## src/rtl/rho_pkg.sv

```systemverilog
// Shared types and rho offset table for the rho lane-rotation engine.
package rho_pkg;

    typedef enum logic [1:0] {
        IDLE = 2'd0,
        ROT  = 2'd1,
        HOLD = 2'd2
    } rho_state_e;

    // Keccak rho offsets indexed by lane_id = x + 5y.
    localparam logic [5:0] RHO_OFFSET [0:24] = '{
        6'd0,  6'd1,  6'd62, 6'd28, 6'd27,
        6'd36, 6'd44, 6'd6,  6'd55, 6'd20,
        6'd3,  6'd10, 6'd43, 6'd25, 6'd39,
        6'd41, 6'd45, 6'd15, 6'd21, 6'd8,
        6'd18, 6'd2,  6'd61, 6'd56, 6'd14
    };

    // Offset reduced mod lane_w; ids beyond the 5x5 state rotate by zero.
    function automatic logic [5:0] rho_offset(input logic [4:0] lane_id, input int lane_w);
        if (lane_id > 5'd24)
            return 6'd0;
        return RHO_OFFSET[lane_id] & 6'(lane_w - 1);
    endfunction

endpackage

```

## src/rtl/rho_bit_slice.sv

```systemverilog
// Picks the BITS_PER_CYC source bits that land at lane positions z..z+BITS_PER_CYC-1.
module rho_bit_slice #(
    parameter int LANE_W       = 64,
    parameter int BITS_PER_CYC = 1,
    parameter int Z_W          = $clog2(LANE_W)
) (
    input  logic [LANE_W-1:0]       src,
    input  logic [Z_W-1:0]          z,
    input  logic [Z_W-1:0]          r,
    output logic [BITS_PER_CYC-1:0] bits
);

    // Index arithmetic wraps naturally in Z_W bits, giving mod LANE_W for free.
    for (genvar k = 0; k < BITS_PER_CYC; k++) begin : g_bit
        logic [Z_W-1:0] idx;
        assign idx     = z + Z_W'(k) - r;
        assign bits[k] = src[idx];
    end

endmodule

```

## src/rtl/rho_rotate_engine.sv

```systemverilog
// Keccak rho lane rotator, BITS_PER_CYC bits per cycle with valid/ready on both sides.
// Optional macro RHO_OFFSET_OVERRIDE_EN adds ofs_sel/ofs_val to replace the table offset.
module rho_rotate_engine
    import rho_pkg::*;
#(
    parameter int LANE_W       = 64,
    parameter int BITS_PER_CYC = 1,
    parameter int Z_W          = $clog2(LANE_W)
) (
    input  logic              clk,
    input  logic              rst,
    input  logic              in_valid,
    output logic              in_ready,
    input  logic [LANE_W-1:0] lane_in,
    input  logic [4:0]        lane_id,
`ifdef RHO_OFFSET_OVERRIDE_EN
    input  logic              ofs_sel,
    input  logic [5:0]        ofs_val,
`endif
    output logic              out_valid,
    input  logic              out_ready,
    output logic [LANE_W-1:0] lane_out,
    output logic              busy
);

    localparam logic [Z_W-1:0] Z_STEP = Z_W'(BITS_PER_CYC);
    localparam logic [Z_W-1:0] Z_LAST = Z_W'(LANE_W - BITS_PER_CYC);

    rho_state_e              state, stateNext;
    logic [LANE_W-1:0]       src;
    logic [Z_W-1:0]          r, rLoad, z;
    logic [BITS_PER_CYC-1:0] sliceBits;
    logic                    accept;

`ifdef RHO_OFFSET_OVERRIDE_EN
    assign rLoad = ofs_sel ? Z_W'(ofs_val) : Z_W'(rho_offset(lane_id, LANE_W));
`else
    assign rLoad = Z_W'(rho_offset(lane_id, LANE_W));
`endif

    assign accept = (state == IDLE) && in_valid;

    rho_bit_slice #(
        .LANE_W       (LANE_W),
        .BITS_PER_CYC (BITS_PER_CYC),
        .Z_W          (Z_W)
    ) u_slice (
        .src  (src),
        .z    (z),
        .r    (r),
        .bits (sliceBits)
    );

    always_ff @(posedge clk or negedge rst) begin
        if (!rst)
            state <= IDLE;
        else
            state <= stateNext;
    end

    always_comb begin
        stateNext = state;
        in_ready  = 1'b0;
        out_valid = 1'b0;
        busy      = (state != IDLE);
        case (state)
            IDLE: begin
                in_ready = 1'b1;
                if (in_valid)
                    stateNext = ROT;
            end
            ROT: begin
                if (z == Z_LAST)
                    stateNext = HOLD;
            end
            HOLD: begin
                out_valid = 1'b1;
                if (out_ready)
                    stateNext = IDLE;
            end
            default: stateNext = IDLE;
        endcase
    end

    // lane_out is written chunk by chunk during ROT and otherwise left untouched,
    // so it stays stable through HOLD and the following IDLE.
    always_ff @(posedge clk or negedge rst) begin
        if (!rst) begin
            src      <= '0;
            r        <= '0;
            z        <= '0;
            lane_out <= '0;
        end else if (accept) begin
            src <= lane_in;
            r   <= rLoad;
            z   <= '0;
        end else if (state == ROT) begin
            lane_out[z +: BITS_PER_CYC] <= sliceBits;
            z                           <= z + Z_STEP;
        end
    end

endmodule

```

## config.mk

```make
export PLATFORM = sky130hd
export DESIGN_NAME = rho_rotate_engine
export DESIGN_NICKNAME = d
export VERILOG_FILES = /design/src/rtl/rho_pkg.sv /design/src/rtl/rho_bit_slice.sv /design/src/rtl/rho_rotate_engine.sv
export SDC_FILE = /design/constraint.sdc
export NUM_CORES = 1
export LEC_CHECK = 0
export ABC_CLOCK_PERIOD_IN_PS = 3250
export BUFFER_PORTS_ARGS = -buffer_cell sky130_fd_sc_hd__buf_2
export CAP_MARGIN = 40
export CORE_UTILIZATION = 35
export DETAILED_ROUTE_END_ITERATION = 10
export GPL_ROUTABILITY_DRIVEN = 0
export GPL_TIMING_DRIVEN = 0
export SYNTH_ARGS = -nofsm -noshare
export SYNTH_HDL_FRONTEND = slang
export SYNTH_SLANG_ARGS = --single-unit
```

## constraint.sdc

```tcl
create_clock -name clk -period 3.25 [get_ports clk]
set_input_delay 0.65 -clock clk [delete_from_list [all_inputs] [get_ports clk]]
set_output_delay 0.65 -clock clk [all_outputs]
set_load 0.01 [all_outputs]
```

### Word level (Yosys, flattened, before mapping)

Memory sizes are Yosys's and may differ from the RTL's.
Cells that the tools add are included.

* register bits: 142
* ROM bits: 192
* input bits: 73
* output and inout port bits: 67
* word-level logic and storage cells: 44
* memories kept: 1

Memories
* (name not given): words 32, width 6, rd ports 1, clocked after Yosys merged registers in 0, wr ports 0, line rho_pkg.sv:23 `return RHO_OFFSET[lane_id] & 6'(lane_w - 1);`

* $add $sub $neg: 3
* order comparisons: 3
* eq/ne operators: 6
* shift-type cells: 2
* muxes and demuxes: 16
* bitwise logic cells: 2
* reductions and logical operators: 6

Operators with widths (count)
* bitwise mux 64 bit: 1
* variable shift 1 x 8 -> 64 bit, first input constant: 1
* indexed part select 1 x 8 -> 64 bit: 1
* two-way mux 6 bit: 6
* negator 6 -> 8 bit: 1
* less-than comparator 6 x 7 -> 1 bit, second input constant: 1
* adder 6 x 1 -> 6 bit, second input constant: 1
* binary-select mux 1 bit (select 6 bit): 1
* == test 6 bit, second input constant: 1
* >= comparator 6 bit, second input constant: 1
* two-way mux 2 bit: 3
* inequality test 2 bit, second input constant: 3
* inverter 5 -> 6 bit: 1
* case mux 2 bit (3 select lines): 1
* subtractor 6 bit: 1
* greater-than comparator 5 bit, second input constant: 1
* two-way mux 1 bit: 4
* nonzero test 2 bit: 2
* AND reduction 3 bit: 1
* == test 2 x 1 -> 1 bit, second input constant: 1
* == test 2 bit, second input constant: 1
* zero test 2 bit: 1
* AND reduction 2 bit: 1
* logical AND 1 bit: 1
* inverter 1 bit: 1

### Depth between registers and ports, before layout

* word-level depth: 5
* gate-level depth with buffers: 14

### Modules after synthesis

From an unflattened synthesis, not the netlist that was laid out.

* cell total of the unflattened synthesis: 741
* area, all modules: 7433.4 µm²

By module, submodules not included
* rho_rotate_engine: instances 1, cells each 680, area each 6582.6 µm², seq. area each 3553.4 µm²
* rho_bit_slice: instances 1, cells each 61, area each 850.8 µm², seq. area each 0.0 µm²

### Least setup slack after synthesis

OpenSTA, ideal clock, no wires.

* kind: register -> register
* start: register z[0]
* end: register lane_out[33]
* library setup time: 110 ps
* data arrival time: 3210 ps
* required time: 3140 ps
* setup slack: -71 ps
* stages on the path, launching flop included: 15
* path buffers: 3
* clock period less this slack: 3321 ps
* cells stage by stage: dfrtp_1 -> clkbuf_1 -> inv_1 -> ha_1 -> fa_1 -> inv_1 -> a21o_1 -> a21oi_2 -> xnor2_1 -> mux2i_1 -> mux2i_1 -> mux2_2 -> buf_6 -> buf_6 -> o41ai_1

* longest elaborated chain between the ends: 5
* elaborated cells between the ends (all ways): 7
* classes of those cells: 2 x add/sub; 2 x shift; 3 x mux

RTL lines
* start, declared: line rho_rotate_engine.sv:31 `logic [Z_W-1:0] r, rLoad, z;`
* start signal, assigned: line rho_rotate_engine.sv:99 `z <= z + Z_STEP;`
* subtractor 6 bit: line rho_bit_slice.sv:16 `assign idx = z + Z_W'(k) - r;`
* binary-select mux 1 bit (select 6 bit): line rho_bit_slice.sv:17 `assign bits[k] = src[idx];`
* two-way mux 1 bit (not written as such): line rho_bit_slice.sv:17
* indexed part select 1 x 8 -> 64 bit: line rho_rotate_engine.sv:98 `lane_out[z +: BITS_PER_CYC] <= sliceBits;`
* bitwise mux 64 bit *: line rho_rotate_engine.sv:98
* end signal, assigned by index: line rho_rotate_engine.sv:98
* end, declared: line rho_rotate_engine.sv:22 `output logic [LANE_W-1:0] lane_out,`

Mark *: on every way between the ends. The rest lies on a longest branch, timed or not. The select of a mux whose other input is x is not followed.
A chain may end at the register's enable or synchronous reset.

### Worst setup path after layout

* start: register z[0]
* end: register lane_out[51]

Same word-level chain as after synthesis.

==> run metrics <==
initial antenna violation count 2; CP Data Arrival Time 3430 ps; Final Max Slew Viols 0; crit path max fanout 10; clk_lat worst skew 430 ps; sequential area share after synthesis 50.64%; Place WS -736.5 ps; via count 5884; status complete, no violations; core area 0.01953 mm2; Max-cap violations 0; post-synthesis register bit count 142; worst r2r src z[0]; Slew headroom 47.09%; worst slew pin tran 787.6 ps; DPL Wire Length 13170 um; post-synthesis simple-gate area fraction 20.86%; DR DRC count 0; Final nets 1016; CTS H-tree depth 4; hold_ws 201.8 ps; pwr/cell area 1333 mW/mm2; post-route setup TNS 0 ps; Final WS setup 146.6 ps; Inserted Clock Buffers 17; first-pass GRT wire length 29930 um; row cnt 51; R2R setup slack 150 ps; total track usage 19.16%; drt first pass iters 4; largest net degree at the start of global routing 80; Final min period 3103 ps; vias in the first global route 5788; setup repair after global routing missed its margin false; Clock Tree Root clkbuf_16; total wire length 18440 um; Static Leak 4.387 nW; CTS tree yes; CP required 3570 ps; clk buf depth 2; WL/cell 15.27 um; Hold Path Class in2async; Clock Sinks 142; fraction of layout cells with a size suffix above 1 24.10%; Die ar. 0.02062 mm2; Mean Syn Cell Area 9.208 um2; library cells used by synthesis 47; Tot Pwr 11.82 mW; vias per cell 4.875; Area growth syn-to-layout 26.41%; largest family of logic cells by synthesized area simple AND/OR/NAND/NOR gates; Die Width 143.6 um; asr flop ratio synth 100.0%; startpoint type of the worst setup path register; Synth Instances 762; critical path endpoint category register; Chip Height 143.6 um; EDFF count, synth 0; number of diodes 0; Adder-Cell Fraction of Synth Area 2.603%; Filler Cell Count 1925; I/O pins 140; ANT nets after route 0; Mapped Area 0.007017 mm2; Synth Area in XOR/XNOR 1.391%; r2r worst-path depth 14; Top FF cell, synth dfrtp_1; grt ovf 0; reg-to-reg endpoint lane_out[51]; Worst Setup Path Type reg2reg; Worst VDD drop 0.0007874 V; Reg clk slew, reported paths 60 ps; Setup violations, final 0; yosys warns 0; Final Skew 8.894 ps; Synth Area in Compound Gates 13.00%; Starting Density 35.93%; Port Buf Inserts 138; Final Hold Vio Count 0; Synthesized Nets 849; Max Fclk 322.2 MHz; crit share post-route 95.49%; starting DRC count in detailed routing 340; post-synthesis mux area share 7.578%
## metal layers
metal,part of all wire [%],global-route usage [%],routed length [um]
met5,0.15,0,27
met4,1.5,6.831,278
met3,4.5,4.265,838
met2,46,30.61,8478
met1,48,25.48,8811
## cells in the final DEF, fill, tap and decap left out, types with 4 or more instances in the layout
| cell | count |
|---|---|
| mux2i_1 | 16 |
| nand2b_1 | 8 |
| buf_1 | 6 |
| buf_2 | 140 |
| nor2b_1 | 5 |
| clkbuf_1 | 28 |
| inv_1 | 15 |
| o21ai_0 | 56 |
| buf_6 | 6 |
| nor2_1 | 23 |
| xnor2_1 | 6 |
| nand2_1 | 287 |
| a31oi_1 | 4 |
| clkbuf_16 | 17 |
| nor3_1 | 6 |
| o41ai_1 | 5 |
| o31ai_1 | 49 |
| ha_1 | 12 |
| dfrtp_1 | 140 |
| and2_1 | 4 |
| a21oi_1 | 7 |
| or2_2 | 5 |
| clkinv_2 | 4 |
| nand3_1 | 11 |
| mux4_2 | 16 |
| buf_4 | 11 |
## through the flow
stage / utilization (%) / cells / instance area (um2)
final: 45.42 / 1207 / 8870
after global routing: 45.42 / 1207 / 8870
after CTS: 45.14 / 1205 / 8813
after detailed placement: 41.44 / 1168 / 8092
after global placement: 41.21 / 1165 / 8048
after floorplan: - / 762 / 7025
## cell families after synthesis
kind of cell / Yosys count
flip-flops: 142
AND/OR/NAND/NOR: 360
AO/OA/AOI/OAI: 140
adder cells (fa/ha/maj): 14
multiplexers: 33
XOR/XNOR: 9
buffers and inverters: 64
## synthesized netlist by cell type (4+ instances only)
cell type,n,area share (%)
nor2b_1,5,0.45
and2_1,4,0.36
nor2_1,23,1.2
clkbuf_1,30,1.6
a31oi_1,4,0.36
o31ai_1,49,5.2
o41ai_1,8,1.0
nand3_1,11,0.78
a21oi_1,7,0.50
o21ai_0,56,4.0
nor3_1,6,0.43
xnor2_1,7,0.87
dfrtp_1,142,51
nand2b_1,8,0.71
mux2i_1,16,2.3
mux4_2,16,5.1
nand2_1,287,15
or2_2,5,0.45
buf_1,6,0.32
ha_1,13,2.3
buf_2,6,0.43
inv_1,16,0.86
## state kept, by name, indices dropped and copies added (netlist names)
| name | flops |
|---|---|
| z | 6 |
| state | 2 |
| lane_out | 64 |
| src | 64 |
| r | 6 |
## what timing repair did
item,CTS,global route
resized for setup,20,10
endpoints found under the setup margin,64,64
pin swaps,1,1
setup buffers,5,2
hold buffers,0,0
## critical path, stage by stage, from the launching register on
cell      delay [ps]
dfrtp_2          420
buf_8            130
inv_4             60
ha_4             130
fa_2             430
clkbuf_8         180
buf_12           150
mux4_2           220
mux2i_1           80
mux2i_1          160
mux2i_1          110
mux2_4           300
buf_6            160
buf_6            160
o41ai_1          330
## where the power goes
part           switching [mW]  internal, mW
sequential              0.397          2.45
combinational            4.18          2.75
clock                   0.795          1.25
total                    5.37          6.45
## cell type report
type	count	area (um2)	share of cell area [%]
repair buffers	148	787.0	8.873
multi-input cells	556	3248	36.62
inverters	17	66.31	0.7476
clock inverters	13	160.2	1.806
well taps	265	331.6	3.738
clock buffers	19	452.9	5.106
plain buffers	47	267.8	3.019
flip-flops and latches	142	3556	40.09
## worst max-delay path by stage
stage	from	to	slack [ps]	cells after the start
6_report	z[0]	lane_out[51]	150	14
5_1_grt	z[0]	lane_out[37]	7	14
4_1_cts	z[0]	lane_out[35]	20	14
3_5_place_dp	z[0]	lane_out[47]	-740	14
3_3_place_gp	z[0]	lane_out[15]	-730	14
2_1_floorplan	z[0]	lane_out[33]	100	14
Note: power is estimated with default switching activity, not from simulation.
